<file path="src/rtl/nnet_out_framer_pkg.sv">
// Shared definitions for the Keras output framer: bus widths, register
// addresses agreed between the vector wrapper and the noc block, and the
// FIFO entry layout.
package nnet_out_framer_pkg;

    localparam int NNET_HLS_W = 18;
    localparam int NNET_AXI_W = 32;

    localparam logic [7:0] SR_USER_SPP    = 8'd131;
    localparam logic [7:0] RB_SIZE_INPUT  = 8'd129;
    localparam logic [7:0] RB_SIZE_OUTPUT = 8'd130;

    // One FIFO entry: end-of-vector flag on top of the widened sample.
    typedef struct packed {
        logic                  last;
        logic [NNET_AXI_W-1:0] data;
    } nnet_beat_t;

    // Frame length actually used: a programmed length of zero means one
    // sample per vector, so every beat closes a frame.
    function automatic logic [31:0] nnet_eff_len(input logic [31:0] len);
        if (len == 32'd0) begin
            return 32'd1;
        end else begin
            return len;
        end
    endfunction

endpackage

</file>
<file path="src/rtl/nnet_framer_fifo.sv">
// Synchronous first-word-fall-through FIFO. The head entry is presented
// combinationally from the storage array; an empty FIFO presents zeros.
// A write is refused while full, even if a read happens in the same cycle.
module nnet_framer_fifo #(
    parameter int WIDTH = 33,
    parameter int AW    = 5
) (
    input  logic             clk,
    input  logic             reset,
    input  logic             clear,
    input  logic [WIDTH-1:0] wr_data,
    input  logic             wr_en,
    output logic             full,
    input  logic             rd_en,
    output logic [WIDTH-1:0] rd_data,
    output logic             empty,
    output logic [AW:0]      level
);

    localparam logic [AW:0] DEPTH_C = {1'b1, {AW{1'b0}}};

    logic [WIDTH-1:0] mem_r [0:(2**AW)-1];
    logic [AW-1:0]    wr_ptr_r;
    logic [AW-1:0]    rd_ptr_r;
    logic [AW:0]      level_r;
    logic             full_s;
    logic             empty_s;
    logic             wr_ok_s;
    logic             rd_ok_s;

    assign full_s  = (level_r == DEPTH_C);
    assign empty_s = (level_r == {(AW+1){1'b0}});
    assign wr_ok_s = wr_en & ~full_s;
    assign rd_ok_s = rd_en & ~empty_s;

    assign full  = full_s;
    assign empty = empty_s;
    assign level = level_r;

    // Pointer and occupancy tracking; pointers wrap naturally at the depth.
    always_ff @(posedge clk) begin
        if (reset || clear) begin
            wr_ptr_r <= {AW{1'b0}};
            rd_ptr_r <= {AW{1'b0}};
            level_r  <= {(AW+1){1'b0}};
        end else begin
            if (wr_ok_s) begin
                wr_ptr_r <= wr_ptr_r + AW'(1);
            end
            if (rd_ok_s) begin
                rd_ptr_r <= rd_ptr_r + AW'(1);
            end
            case ({wr_ok_s, rd_ok_s})
                2'b10:   level_r <= level_r + (AW+1)'(1);
                2'b01:   level_r <= level_r - (AW+1)'(1);
                default: level_r <= level_r;
            endcase
        end
    end

    // Storage write; no reset so the array maps onto RAM.
    always_ff @(posedge clk) begin
        if (wr_ok_s) begin
            mem_r[wr_ptr_r] <= wr_data;
        end
    end

    // Head-of-queue presentation, forced to zero when nothing is stored.
    always_comb begin
        rd_data = {WIDTH{1'b0}};
        if (!empty_s) begin
            rd_data = mem_r[rd_ptr_r];
        end else begin
            rd_data = {WIDTH{1'b0}};
        end
    end

endmodule

</file>
<file path="src/rtl/nnet_out_framer.sv">
// Output framer for the HLS neural-net core: widens each result to 32 bits,
// regenerates tlast every nnet_size_out samples and buffers the stream so
// the vector wrapper can apply backpressure. The vector length is latched
// on the first beat of each vector (cnt==0); cnt>0 means mid-vector.
module nnet_out_framer
    import nnet_out_framer_pkg::*;
#(
    parameter int HLS_W    = 18,
    parameter int SIGN_EXT = 1,
    parameter int FIFO_AW  = 5,
    parameter int LEN_W    = 16
) (
    input  logic                  clk,
    input  logic                  reset,
    input  logic                  clear,
    input  logic [LEN_W-1:0]      nnet_size_out,
    input  logic [HLS_W-1:0]      i_tdata,
    input  logic                  i_tvalid,
    output logic                  i_tready,
    output logic [NNET_AXI_W-1:0] o_tdata,
    output logic                  o_tlast,
    output logic                  o_tvalid,
    input  logic                  o_tready,
    output logic [31:0]           frame_count,
    output logic [FIFO_AW:0]      fifo_level
);

    logic [LEN_W-1:0]      cnt_r;
    logic [LEN_W-1:0]      len_r;
    logic [31:0]           frame_count_r;
    logic [LEN_W-1:0]      eff_len_s;
    logic                  beat_last_s;
    logic                  sign_bit_s;
    logic [NNET_AXI_W-1:0] wide_s;
    logic                  accept_s;
    logic                  fifo_full_s;
    logic                  fifo_empty_s;
    logic                  out_fire_s;
    nnet_beat_t            fifo_din_s;
    nnet_beat_t            fifo_dout_s;

    assign i_tready   = ~fifo_full_s & ~reset & ~clear;
    assign accept_s   = i_tvalid & i_tready;
    assign o_tvalid   = ~fifo_empty_s;
    assign out_fire_s = o_tvalid & o_tready;
    assign o_tdata    = fifo_dout_s.data;
    assign o_tlast    = fifo_dout_s.last;
    assign frame_count = frame_count_r;

    // Frame length for the current beat: the live input on a first beat,
    // the latched copy for the rest of the vector.
    always_comb begin
        eff_len_s = {LEN_W{1'b0}};
        if (cnt_r == {LEN_W{1'b0}}) begin
            eff_len_s = LEN_W'(nnet_eff_len(32'(nnet_size_out)));
        end else begin
            eff_len_s = LEN_W'(nnet_eff_len(32'(len_r)));
        end
    end

    assign beat_last_s = (cnt_r == (eff_len_s - LEN_W'(1)));

    // Widening of the HLS result into the 32-bit wrapper word.
    always_comb begin
        sign_bit_s = 1'b0;
        if (SIGN_EXT != 0) begin
            sign_bit_s = i_tdata[HLS_W-1];
        end else begin
            sign_bit_s = 1'b0;
        end
        wide_s = {{(NNET_AXI_W-HLS_W){sign_bit_s}}, i_tdata};
    end

    assign fifo_din_s = '{last: beat_last_s, data: wide_s};

    // Sample counter and length latch; a flush drops any partial vector.
    always_ff @(posedge clk) begin
        if (reset || clear) begin
            cnt_r <= {LEN_W{1'b0}};
            len_r <= {LEN_W{1'b0}};
        end else if (accept_s) begin
            if (cnt_r == {LEN_W{1'b0}}) begin
                len_r <= nnet_size_out;
            end
            if (beat_last_s) begin
                cnt_r <= {LEN_W{1'b0}};
            end else begin
                cnt_r <= cnt_r + LEN_W'(1);
            end
        end
    end

    // Completed-vector counter; only a full reset zeroes it.
    always_ff @(posedge clk) begin
        if (reset) begin
            frame_count_r <= 32'd0;
        end else if (clear) begin
            frame_count_r <= frame_count_r;
        end else if (out_fire_s && o_tlast) begin
            frame_count_r <= frame_count_r + 32'd1;
        end
    end

    nnet_framer_fifo #(
        .WIDTH (NNET_AXI_W + 1),
        .AW    (FIFO_AW)
    ) u_fifo (
        .clk     (clk),
        .reset   (reset),
        .clear   (clear),
        .wr_data (fifo_din_s),
        .wr_en   (accept_s),
        .full    (fifo_full_s),
        .rd_en   (o_tready),
        .rd_data (fifo_dout_s),
        .empty   (fifo_empty_s),
        .level   (fifo_level)
    );

endmodule
</file>
<file path="config.mk">
export PLATFORM = sky130hd
export DESIGN_NAME = nnet_out_framer
export DESIGN_NICKNAME = d
export VERILOG_FILES = /design/src/rtl/nnet_out_framer_pkg.sv /design/src/rtl/nnet_framer_fifo.sv /design/src/rtl/nnet_out_framer.sv
export SDC_FILE = /design/constraint.sdc
export NUM_CORES = 1
export LEC_CHECK = 0
export BUFFER_PORTS_ARGS = -buffer_cell sky130_fd_sc_hd__buf_2
export CAP_MARGIN = 20
export CORE_MARGIN = 2
export CORE_UTILIZATION = 49
export CTS_CLUSTER_SIZE = 12
export DETAILED_ROUTE_END_ITERATION = 7
export PLACE_DENSITY = 0.7
export SYNTH_ARGS = -nofsm -noshare
export SYNTH_HDL_FRONTEND = slang
export SYNTH_SLANG_ARGS = --single-unit
</file>
<file path="constraint.sdc">
create_clock -name clk -period 9.35 [get_ports clk]
set_input_delay 0.935 -clock clk [delete_from_list [all_inputs] [get_ports clk]]
set_output_delay 0.935 -clock clk [all_outputs]
set_load 0.005 [all_outputs]
</file>
==> results.md, run 1 <==
- First-pass GRT wire length: 93,400 um
- Vias in the first global route: 14.9k
- Max-Cap Viols: 0
- Critical path's most frequent cell: mux4_2
- Largest net degree at the start of global routing: 91
- Hold Path End: len_r[0]
- Routability cong.: 0.966
- CTS tree: done
- Count of pins over their slew limit: 0
- Setup TNS Final: 0 ns
- Synth Area in Adders: 0.690%
- Finished Core Util: 55.6%
- Initial cell density of the core: 49.3%
- HPWL Detailed: 35,000 um
- Worst path max stage delay: 0.83 ns
- Post-CTS Setup Bufs: 0
- Crit-path cells: buf_12 -> mux4_2 -> mux4_2 -> mux2i_1 -> nor2_1 -> buf_2
- Sequential-to-total area share from yosys stat: 70.6%
- Sink Count: 693
- Clock latency on the worst-skew pair: 0.62 ns
- Initial antenna violation count: 5
- Crit path capture type: output port
- Overall Power: 0.00616 W
- DRC: 0
- Post-synthesis mux area share: 16.5%
- Outcome: finished clean
- R2r endpoint: cnt_r[0]
- Synth top area cells: edfxtp_1, mux4_2, dfxtp_1
- Hold Path Depth: 2
- Via count: 14.7k
- Iteration-0 DRC Markers: 1,556
- Syn Std Cell Area: 0.0283 mm2
- Average cell area after synthesis: 18.4 um2
- Largest family of logic cells by synthesized area: multiplexers
- Commonest non-fill, non-tap cells in the layout: edfxtp_1, mux4_2, buf_2, nor2_1, dfxtp_1
- Fraction of registers with async set/reset: 0%
- Worst-path clk slew: 0.06 ns
- Layout cell share with drive strength beyond 1: 29.3%
- Reg2reg setup slack: 4.56 ns
- Crit share post-route: 53.3%
- CP bufs+invs: 2
- Yosys cell types: 71
- Cells after Synth: 1,541
- Worst EP required: 8.42 ns
- Worst R2R Start: cnt_r[0]
- Post-synthesis compound-gate area fraction: 1.95%
- Resize count post-CTS: 0
- Clock Root Buffer: clkbuf_16
- Critical path type: reg -> out
- Drt pass-1 iters: 6
- Final Skew: 0.0290 ns
- VDD IR max: 0.190 mV
- LEAKAGE: 10.1 nW
- DRT antenna net count: 0
- # setup viols final: 0
- Worst hold slack: 0.474 ns
- P&R area growth vs syn: 12.8%
- FP Rows: 88
- Synth area leader: edfxtp_1
- # IOs: 112
- Final WL: 62,000 um
- Gr usage total: 21.1%
- Critical-path top delay cell: dfxtp_4
- Post-synth EDFFs: 608
- Critical Path Start Type: register
- Port bufs: 111
- Pwr dens: 193 mW/mm2
- Core area: 0.0574 mm2
- Slew margin rel.: 30.7%
- Register bit count reported by yosys: 693
- Via density: 5.94
- Post-Syn Nets: 1,595
- Cell family with most CP delay: multiplexers
- H-tree level count: 3
- Die ar.: 0.0597 mm2
- Slew @ Worst Pin: 1.03 ns
- Final nets: 1,731
- Most common cell after layout, fill and taps aside: edfxtp_1
- Hold crit path type: reg -> reg
- RSZ-0062 raised after global routing: false
- Post-Synth Simple-Gate Area: 6.33%
- Yosys top cell area share: 64.6%
- DR WL/cell: 25.0 um
- TritonCTS Buffers: 73
- Final Hold Fails: 0
- Hold path startpoint: len_r[0]
- Die Span Y: 244 um
- FMAX: 201 MHz
- Critical Path AT: 4.05 ns
- Die width: 244 um
- YS warnings: 0
- Reg2Reg Depth: 15
- Max Fanout on Critical Path: 90
- Post-CTS Hold Buffers: 0
- Synth Area in XOR/XNOR: 1.98%
- Longest Clk Path Bufs: 3
- Minimum clock period after layout: 4.99 ns
- Grt ovf: 0
- Dominant synthesized flop cell: edfxtp_1
## sequential cells by signal (all words and copies together), names as in the netlist, named ones only
signal / count
u_fifo.mem_r: 608
frame_count: 32
cnt_r: 16
len_r: 16
u_fifo.level: 6
u_fifo.rd_ptr_r: 5
u_fifo.wr_ptr_r: 5
## metal layers
layer  vias up  wire, um  global-route usage (%)
met4         8      1250                    5.29
met2       575     30300                    34.5
met3       104      4580                    4.59
met1      7640     25800                    29.1
met5         -        48                       0
li1       6410         -                       -
## final cells by class
cell class,instances,area (um2)
well taps,765,957
inverters,19,71.3
fillers,4376,25500
multi-input cells,736,7870
clock inverters,18,186
repair buffers,154,895
diodes,1,2.50
clock buffers,95,1960
flip-flops and latches,693,20000
## per-stage QoR
step | setup slack [ns] | instances | instance area (um2)
2_1_floorplan | 4.55 | 1541 | 28300
3_5_place_dp | 4.46 | 2367 | 29800
3_3_place_gp | 4.53 | 2366 | 29700
6_report | 4.36 | 2481 | 31900
5_1_grt | 4.09 | 2481 | 31900
4_1_cts | 4.26 | 2480 | 31900
## cells in the mapped netlist, types with 11 or more instances
library cell,n
nand3_1,21
mux2i_1,36
o21ai_0,14
buf_1,17
nand4_1,18
nand2_1,69
edfxtp_1,608
nor2_1,116
a21oi_1,37
clkbuf_1,42
nor3_1,21
or3_1,15
mux4_2,190
nor3_2,11
inv_1,19
ha_1,14
dfxtp_1,85
and3_1,14
xor2_1,36
buf_4,19
xnor2_1,28
## tightest hold or removal path: stages (launching register included)
cell     delay, ns
dfxtp_1       0.32
nand2_1       0.06
a21oi_1       0.05
## power breakdown
part	internal (W)	switching, W
Clock	0.00153	0.00112
Combinational	0.0000448	0.0000957
Sequential	0.00336	0.00000397
## cells by family (layout without fill, tap and decap cells)
logic type / after synthesis / after routing
AO/OA/AOI/OAI: 86 / 86
XOR/XNOR: 64 / 64
adder cells (fa/ha/maj): 15 / 15
buffers and inverters: 112 / 286
flip-flops: 693 / 693
multiplexers: 229 / 229
other: 0 / 1
AND/OR/NAND/NOR: 342 / 342
## worst max-delay path by stage
stage	cells after the start	startpoint	to	slack, ns
after floorplan	15	cnt_r[0]	u_fifo.mem_r[0][32]	4.55
after global placement	13	nnet_size_out[4]	cnt_r[0]	4.53
after detailed placement	13	nnet_size_out[4]	cnt_r[0]	4.46
after CTS	6	register	o_tdata[30]	4.26
after global routing	6	register	o_tdata[20]	4.09
final	6	register	o_tdata[26]	4.36
No activity file was read; power rests on OpenSTA's default activity.
==> inputs of run 2 (changes only) <==
--- a/config.mk
+++ b/config.mk
@@ -5,6 +5,7 @@
 export SDC_FILE = /design/constraint.sdc
 export NUM_CORES = 1
 export LEC_CHECK = 0
+export ABC_AREA = 1
 export BUFFER_PORTS_ARGS = -buffer_cell sky130_fd_sc_hd__buf_2
 export CAP_MARGIN = 20
 export CORE_MARGIN = 2
==> constraint.sdc (replaced) <==
create_clock -name clk -period 5.13 [get_ports clk]
set_input_delay 0.513 -clock clk [delete_from_list [all_inputs] [get_ports clk]]
set_output_delay 0.513 -clock clk [all_outputs]
set_load 0.005 [all_outputs]
==> results.md, run 2 <==
- # setup viols final: 0 (unchanged)
- Grt ovf: 0 (unchanged)
- Via count: 21.4k (was 14.7k)
- Fraction of registers with async set/reset: 0% (unchanged)
- Met2 wire len: 38,500 um (was 30,300 um)
- Dominant synthesized flop cell: edfxtp_1 (unchanged)
- Max-Cap Viols: 0 (unchanged)
- Final nets: 2,775 (was 1,731)
- Most frequent cells after synthesis: edfxtp_1, nor2_1, o21ai_0 (was edfxtp_1, mux4_2, nor2_1)
- Port bufs: 111 (unchanged)
- Slew @ Worst Pin: 1.05 ns (was 1.03 ns)
- Slew margin rel.: 30.2% (was 30.7%)
- Average cell area after synthesis: 11.2 um2 (was 18.4 um2)
- P&R area growth vs syn: 12.6% (was 12.8%)
- Max Fanout on Critical Path: 101 (was 90)
- RSZ-0062 raised after global routing: false (unchanged)
- Layout cell share with drive strength beyond 1: 13.8% (was 29.3%)
- Critical Path Start Type: register (unchanged)
- Die ar.: 0.0621 mm2 (was 0.0597 mm2)
- Register bit count reported by yosys: 693 (unchanged)
- CP bufs+invs: 3 (was 2)
- Count of pins over their slew limit: 0 (unchanged)
- Cells after Synth: 2,633 (was 1,541)
- Post-Syn Nets: 2,687 (was 1,595)
- YS warnings: 0 (unchanged)
- Synth top area cells: edfxtp_1, nor2_1, o21ai_0 (was edfxtp_1, mux4_2, dfxtp_1)
- Post-CTS Setup Bufs: 0 (unchanged)
- Longest Clk Path Bufs: 3 (unchanged)
- DR WL/cell: 22.7 um (was 25.0 um)
- Minimum clock period after layout: 4.31 ns
- CTS tree: done (unchanged)
- LEAKAGE: 11.4 nW (was 10.1 nW)
- Clock latency on the worst-skew pair: 0.61 ns (was 0.62 ns)
- Sink Count: 693 (unchanged)
- Clock Root Buffer: clkbuf_16 (unchanged)
- H-tree level count: 3 (unchanged)
- Post-CTS Hold Buffers: 0 (unchanged)
- Worst path max stage delay: 0.63 ns (was 0.83 ns)
- Yosys top cell area share: 62.0% (was 64.6%)
- Gr usage total: 25.6% (was 21.1%)
- HPWL Detailed: 46,900 um (was 35,000 um)
- Core area: 0.0592 mm2 (was 0.0574 mm2)
- TritonCTS Buffers: 74 (was 73)
- Top sig layer: met5 (unchanged)
- Count leader, synth: edfxtp_1 (unchanged)
- Vias in the first global route: 20.5k (was 14.9k)
- Worst-path clk slew: 0.06 ns (about the same)
- Worst EP required: 4.62 ns (was 8.42 ns)
- Design area: 0.0331 mm2 (was 0.0319 mm2)
- DRT antenna net count: 0 (unchanged)
- Initial cell density of the core: 49.7% (was 49.3%)
- # IOs: 112 (unchanged)
- Via density: 6.05 (was 5.94)
- Crit share post-route: 84.1%
- Critical Path AT: 3.80 ns (was 4.05 ns)
- Sequential-to-total area share from yosys stat: 67.8% (was 70.6%)
- Met3 WL: 7020 um (was 4580 um)
- Die width: 249 um (was 244 um)
- Drt pass-1 iters: 5 (was 6)
- Final Skew: 0.0198 ns (was 0.0290 ns)
- Routability cong.: 0.927 (was 0.966)
- Syn Std Cell Area: 0.0294 mm2 (was 0.0283 mm2)
- M1 WL: 32,200 um (was 25,800 um)
- Setup TNS Final: 0 ns (unchanged)
- Initial antenna violation count: 5 (unchanged)
- Hold crit path type: in -> reg (was reg -> reg)
- Resize count post-CTS: 0 (unchanged)
- Synth area leader: edfxtp_1 (unchanged)
- Final WL: 80,500 um (was 62,000 um)
- Commonest non-fill, non-tap cells in the layout: edfxtp_1, nor2_1, o21ai_0, nand2_1, buf_2 (was edfxtp_1, mux4_2, buf_2, nor2_1, dfxtp_1)
- Critical-path top delay cell: o311ai_0 (was dfxtp_4)
- Max reg flops: 608 (unchanged)
- Outcome: finished clean (unchanged)
- DRC: 0 (unchanged)
- First-pass GRT wire length: 122,000 um (was 93,400 um)
- Most common cell after layout, fill and taps aside: edfxtp_1 (unchanged)
- Placed instance area: 0.0309 mm2 (was 0.0298 mm2)
- VDD IR max: 0.236 mV (was 0.190 mV)
- Critical path type: reg -> out (unchanged)
- Cell family with most CP delay: compound AO/OA/AOI/OAI gates (was multiplexers)
- Crit path capture type: output port (unchanged)
- Yosys cell types: 48 (was 71)
- Final Hold Fails: 0 (unchanged)
- Largest register by flop count: u_fifo.mem_r (unchanged)
- FP Rows: 89 (was 88)
- Die Span Y: 249 um (was 244 um)
- Pwr dens: 363 mW/mm2 (was 193 mW/mm2)
- FMAX: 232 MHz
- Crit-path cells: inv_8 -> buf_4 -> o21ai_0 -> o22ai_1 -> nor2_1 -> o311ai_0 -> nand2_1 -> a31oi_1 -> buf_2 (was buf_12 -> mux4_2 -> mux4_2 -> mux2i_1 -> nor2_1 -> buf_2)
- Iteration-0 DRC Markers: 2,335 (was 1,556)
- Post-synth EDFFs: 608 (unchanged)
- Largest net degree at the start of global routing: 123 (was 91)
-- run 2: changes by cell type after synthesis, moves of 85 or more --
cell and delta:
clkbuf_1 +87, o221ai_1 +90, inv_1 +85, mux4_2 -190
nand2_1 +180, nor2_1 +400, o21ai_0 +336
-- run 2: worst min-delay path, cell delays in order --
cell and delay, ns:
buf_2 0.12, nor2_1 0.10, nor3_1 0.05
-- run 2: final timing paths --
check / from / end / slack, ns / cells past startpoint
max: register / o_tdata[1] / 0.82 / 9
max reg2reg: u_fifo.level[0] / u_fifo.level[5] / 1.23 / 20
min reg2reg: frame_count[31] / frame_count[31] / 0.50 / 2
min: nnet_size_out[7] / len_r[7] / 0.22 / 3
-- run 2: per-layer routing --
layer	GRT usage [%]	vias to the layer above
met2	41.8	1078
met4	9.59	2
met1	34.1	10543
met3	4.97	201
met5	0	-
li1	-	9624
-- run 2: logic make-up (layout without fill, tap and decap cells) --
| kind of cell | after synthesis | after routing | share of synthesized area (%) |
|---|---|---|---|
| compound gates | 606 | 606 | 12.1 |
| xor+xnor | 42 | 42 | 1.25 |
| fa+ha+maj | 15 | 15 | 0.663 |
| buf+inv | 288 | 426 | 4.04 |
| flops | 693 | 693 | 67.8 |
| other cells | 0 | 3 | 0 |
| simple gates | 989 | 989 | 14.2 |
-- run 2: through the flow --
stage | cells | total power [W] | worst slack, ns | hold WS [ns] | utilization [%]
2_1_floorplan | 2633 | 0.00678 | 1.18 | 0.449 | -
3_3_place_gp | 3417 | 0.00709 | 1.40 | 0.468 | 52.1
3_5_place_dp | 3417 | 0.00712 | 1.25 | 0.492 | 52.1
4_1_cts | 3543 | 0.0121 | 0.836 | 0.191 | 55.9
5_1_grt | 3547 | 0.0124 | 0.730 | 0.206 | 56.0
6_report | 3547 | 0.0120 | 0.816 | 0.220 | 56.0
-- run 2: cell type report --
| cell class | instances | area, um2 |
|---|---|---|
| fill | 4863 | 26100 |
| antenna | 3 | 7.51 |
| clock inverter | 22 | 211 |
| tap | 773 | 967 |
| clock buffer | 104 | 2020 |
| inverter | 122 | 468 |
| timing repair buffer | 178 | 1120 |
| sequential | 693 | 20000 |
| multi-input combinational | 1652 | 8390 |
-- run 2: power breakdown --
| part | total (W) | internal, W | switching [W] | leakage [nW] |
|---|---|---|---|---|
| Combinational | 0.000848 | 0.000246 | 0.000602 | 4.12 |
| Sequential | 0.00616 | 0.00614 | 0.0000222 | 6.18 |
| Clock | 0.00502 | 0.00293 | 0.00209 | 1.09 |
==> inputs of run 3 (changes only) <==
--- a/config.mk
+++ b/config.mk
@@ -5,14 +5,14 @@
 export SDC_FILE = /design/constraint.sdc
 export NUM_CORES = 1
 export LEC_CHECK = 0
-export ABC_AREA = 1
+export ABC_AREA = 0
 export BUFFER_PORTS_ARGS = -buffer_cell sky130_fd_sc_hd__buf_2
 export CAP_MARGIN = 20
 export CORE_MARGIN = 2
 export CORE_UTILIZATION = 49
 export CTS_CLUSTER_SIZE = 12
 export DETAILED_ROUTE_END_ITERATION = 7
-export PLACE_DENSITY = 0.7
+export PLACE_DENSITY = 0.72
 export SYNTH_ARGS = -nofsm -noshare
 export SYNTH_HDL_FRONTEND = slang
 export SYNTH_SLANG_ARGS = --single-unit
==> constraint.sdc (replaced) <==
create_clock -name clk -period 3.5 [get_ports clk]
set_input_delay 0.35 -clock clk [delete_from_list [all_inputs] [get_ports clk]]
set_output_delay 0.35 -clock clk [all_outputs]
set_load 0.005 [all_outputs]
==> results.md, run 3 (synthesis gave the netlist of run 1 again) <==
- Max Fanout on Critical Path: 7 (was 101)
- Post-CTS Hold Buffers: 0 (unchanged)
- Critical-path top delay cell: or4b_4 (was o311ai_0)
- Layout Cells excl Fill: 2,565 (was 3,547)
- Reg2reg setup slack: 0.0009 ns (was 1.23 ns)
- DRC: 0 (unchanged)
- Critical path's most frequent cell: mux2i_2
- Sink Count: 693 (unchanged)
- Pint: 0.0132 W (was 0.00931 W)
- Final Skew: 0.0314 ns (was 0.0198 ns)
- Die width: 244 um (was 249 um)
- Crit share post-route: 100%
- Count of pins over their slew limit: 0 (unchanged)
- Psw: 0.00326 W (was 0.00271 W)
- Critical Path Start Type: register (unchanged)
- Comb pwr share: 2.5% (was 7.1%)
- Grt ovf: 0 (unchanged)
- Final WL: 64,500 um (was 80,500 um)
- Final nets: 1,813 (was 2,775)
- Gr usage total: 21.9% (was 25.6%)
- Pwr dens: 500 mW/mm2 (was 363 mW/mm2)
- Largest register by flop count: u_fifo.mem_r (unchanged)
- Max reg flops: 608 (unchanged)
- HPWL Detailed: 38,200 um (was 46,900 um)
- Worst EP required: 3.95 ns (was 4.62 ns)
- Critical path type: reg -> reg (was reg -> out)
- Critical Path AT: 3.95 ns (was 3.80 ns)
- Switch share: 19.9% (was 22.6%)
- Clock network power share: 42.7% (was 41.7%)
- Crit-path cells: inv_4 -> ha_4 -> nor4b_4 -> and4_4 -> mux2i_2 -> ha_2 -> nor3b_4 -> nand2_1 -> or4b_4 -> o21ai_2 -> mux2i_2 -> nand4bb_4 -> nor4_4 -> buf_4 -> clkbuf_16 -> nor3_1 (was inv_8 -> buf_4 -> o21ai_0 -> o22ai_1 -> nor2_1 -> o311ai_0 -> nand2_1 -> a31oi_1 -> buf_2)
- # setup viols final: 0 (unchanged)
- Max-Cap Viols: 0 (unchanged)
- Worst-path clk slew: 0.05 ns (was 0.06 ns)
- Diode count: 0 (was 3)
- Initial cell density of the core: 49.3% (was 49.7%)
- Clock latency on the worst-skew pair: 0.62 ns (was 0.61 ns)
- FP Rows: 88 (was 89)
- FMAX: 286 MHz
- Port bufs: 111 (unchanged)
- Routability cong.: 0.850 (was 0.927)
- Via density: 5.93 (was 6.05)
- Finished Core Util: 57.3% (was 56.0%)
- Drt pass-1 iters: 5 (unchanged)
- Hold path startpoint: nnet_size_out[15] (was nnet_size_out[7])
- Hold crit path type: in -> reg (unchanged)
- R2r endpoint: cnt_r[15] (was u_fifo.level[5])
- Setup crit start: cnt_r[0]
- Hold Path End: len_r[15] (was len_r[7])
- Post-Place Cells: 2,423 (was 3,417)
- Reg power frac: 54.8% (was 51.2%)
- Commonest non-fill, non-tap cells in the layout: edfxtp_1, mux4_2, buf_2, buf_4, nor2_1 (was edfxtp_1, nor2_1, o21ai_0, nand2_1, buf_2)
- DRT antenna net count: 0 (unchanged)
- Outcome: finished clean (unchanged)
- Worst path max stage delay: 0.49 ns (was 0.63 ns)
- Final Hold Fails: 0 (unchanged)
- Core area: 0.0574 mm2 (was 0.0592 mm2)
- Longest Clk Path Bufs: 3 (unchanged)
- # IOs: 112 (unchanged)
- Vias in the first global route: 15.3k (was 20.5k)
- Initial antenna violation count: 2 (was 5)
- Iteration-0 DRC Markers: 1,283 (was 2,335)
- RSZ-0062 raised after global routing: true (was false)
- Reg2Reg Depth: 16 (was 20)
- CTS tree: done (unchanged)
- Hold Path Depth: 3 (unchanged)
- VDD IR max: 0.483 mV (was 0.236 mV)
- Most common cell after layout, fill and taps aside: edfxtp_1 (unchanged)
- Layout cell share with drive strength beyond 1: 33.4% (was 13.8%)
- P&R area growth vs syn: 16.2% (was 12.6%)
- H-tree level count: 3 (unchanged)
- Minimum clock period after layout: 3.50 ns
- Die ar.: 0.0597 mm2 (was 0.0621 mm2)
- Cell family with most CP delay: simple AND/OR/NAND/NOR gates (was compound AO/OA/AOI/OAI gates)
- Slew @ Worst Pin: 0.698 ns (was 1.05 ns)
- Largest net degree at the start of global routing: 51 (was 123)
- LEAKAGE: 10.7 nW (was 11.4 nW)
- Via count: 15.2k (was 21.4k)
- Slew margin rel.: 53.1% (was 30.2%)
- Setup TNS Final: 0 ns (unchanged)
- Clock Root Buffer: clkbuf_16 (unchanged)
- CP bufs+invs: 3 (unchanged)
- DR WL/cell: 25.1 um (was 22.7 um)
- Overall Power: 0.0164 W (was 0.0120 W)
- Worst R2R Start: cnt_r[0] (was u_fifo.level[0])
- Die Span Y: 244 um (was 249 um)
- TritonCTS Buffers: 72 (was 74)
- Crit path capture type: register (was output port)
- First-pass GRT wire length: 96,600 um (was 122,000 um)
- Worst hold slack: 0.0398 ns (was 0.220 ns)
[run 3: changes by cell type in the layout (fill, tap and decap cells not counted), moves of 20 or more]
cell      before  now
nor2_1       487   83
o21ai_0      350   13
mux4_2         0  190
nand2_1      249   69
o221ai_1      91    1
inv_1        101   17
nand3_1       93   20
o22ai_1       60    3
buf_4         63  104
mux2i_1        0   34
nand2_2       29    0
xnor2_1        7   28
a31oi_1       21    1
[run 3: stage by stage]
step	setup slack (ns)	instance area, um2
global route	-0.151	32900
finish	0.000888	32900
CTS	0.00404	32500
detailed placement	0.0462	30300
global placement	0.0772	30300
floorplan	-0.136	28300
[run 3: metal layers]
metal,GRT usage (%),vias to the layer above,part of all wire (%)
met2,35.6,609,49
met1,30.6,7907,41
met4,5.72,4,2.0
met3,4.41,106,7.6
met5,0,-,0.047
li1,-,6588,-
[run 3: worst register-to-register path, stage by stage, from the launching register on]
cell and delay [ns]:
dfxtp_4 0.36, inv_4 0.07, ha_4 0.12, nor4b_4 0.19, and4_4 0.29, mux2i_2 0.21, ha_2 0.22, nor3b_4 0.23
nand2_1 0.12, or4b_4 0.49, o21ai_2 0.07, mux2i_2 0.10, nand4bb_4 0.26, nor4_4 0.22, buf_4 0.18, clkbuf_16 0.16
nor3_1 0.05
[run 3: power by group through the flow]
| stage | registers [W] | logic, W | clock network, W |
|---|---|---|---|
| after global routing | 0.00899 | 0.000453 | 0.00747 |
| after detailed placement | 0.00917 | 0.000397 | 0 |
| final | 0.00899 | 0.000416 | 0.00701 |
| after CTS | 0.00899 | 0.000402 | 0.00717 |
| after global placement | 0.00916 | 0.000386 | 0 |
| after floorplan | 0.00917 | 0.000200 | 0 |
[run 3: worst max-delay path by stage]
stage	depth (start not counted)	slack (ns)	to
2_1_floorplan	15	-0.14	u_fifo.mem_r[0][32]
3_3_place_gp	16	0.08	u_fifo.mem_r[16][32]
3_5_place_dp	16	0.05	cnt_r[4]
4_1_cts	6	0.004	o_tdata[9]
5_1_grt	16	-0.15	cnt_r[15]
6_report	16	0.0009	cnt_r[15]
[run 3: cell type report]
cell class | count | area, um2
clock buffer | 99 | 1990
inverter | 19 | 73.8
timing repair buffer | 237 | 1740
clock inverter | 16 | 151
sequential | 693 | 20000
multi-input combinational | 736 | 7980
tap | 765 | 957
fill | 4239 | 24500
[run 3: timing repair]
action,CTS,global route
endpoints found under the setup margin,32,70
cloned,0,4
resized for setup,0,24
pin swaps,0,9
setup buffers,6,16
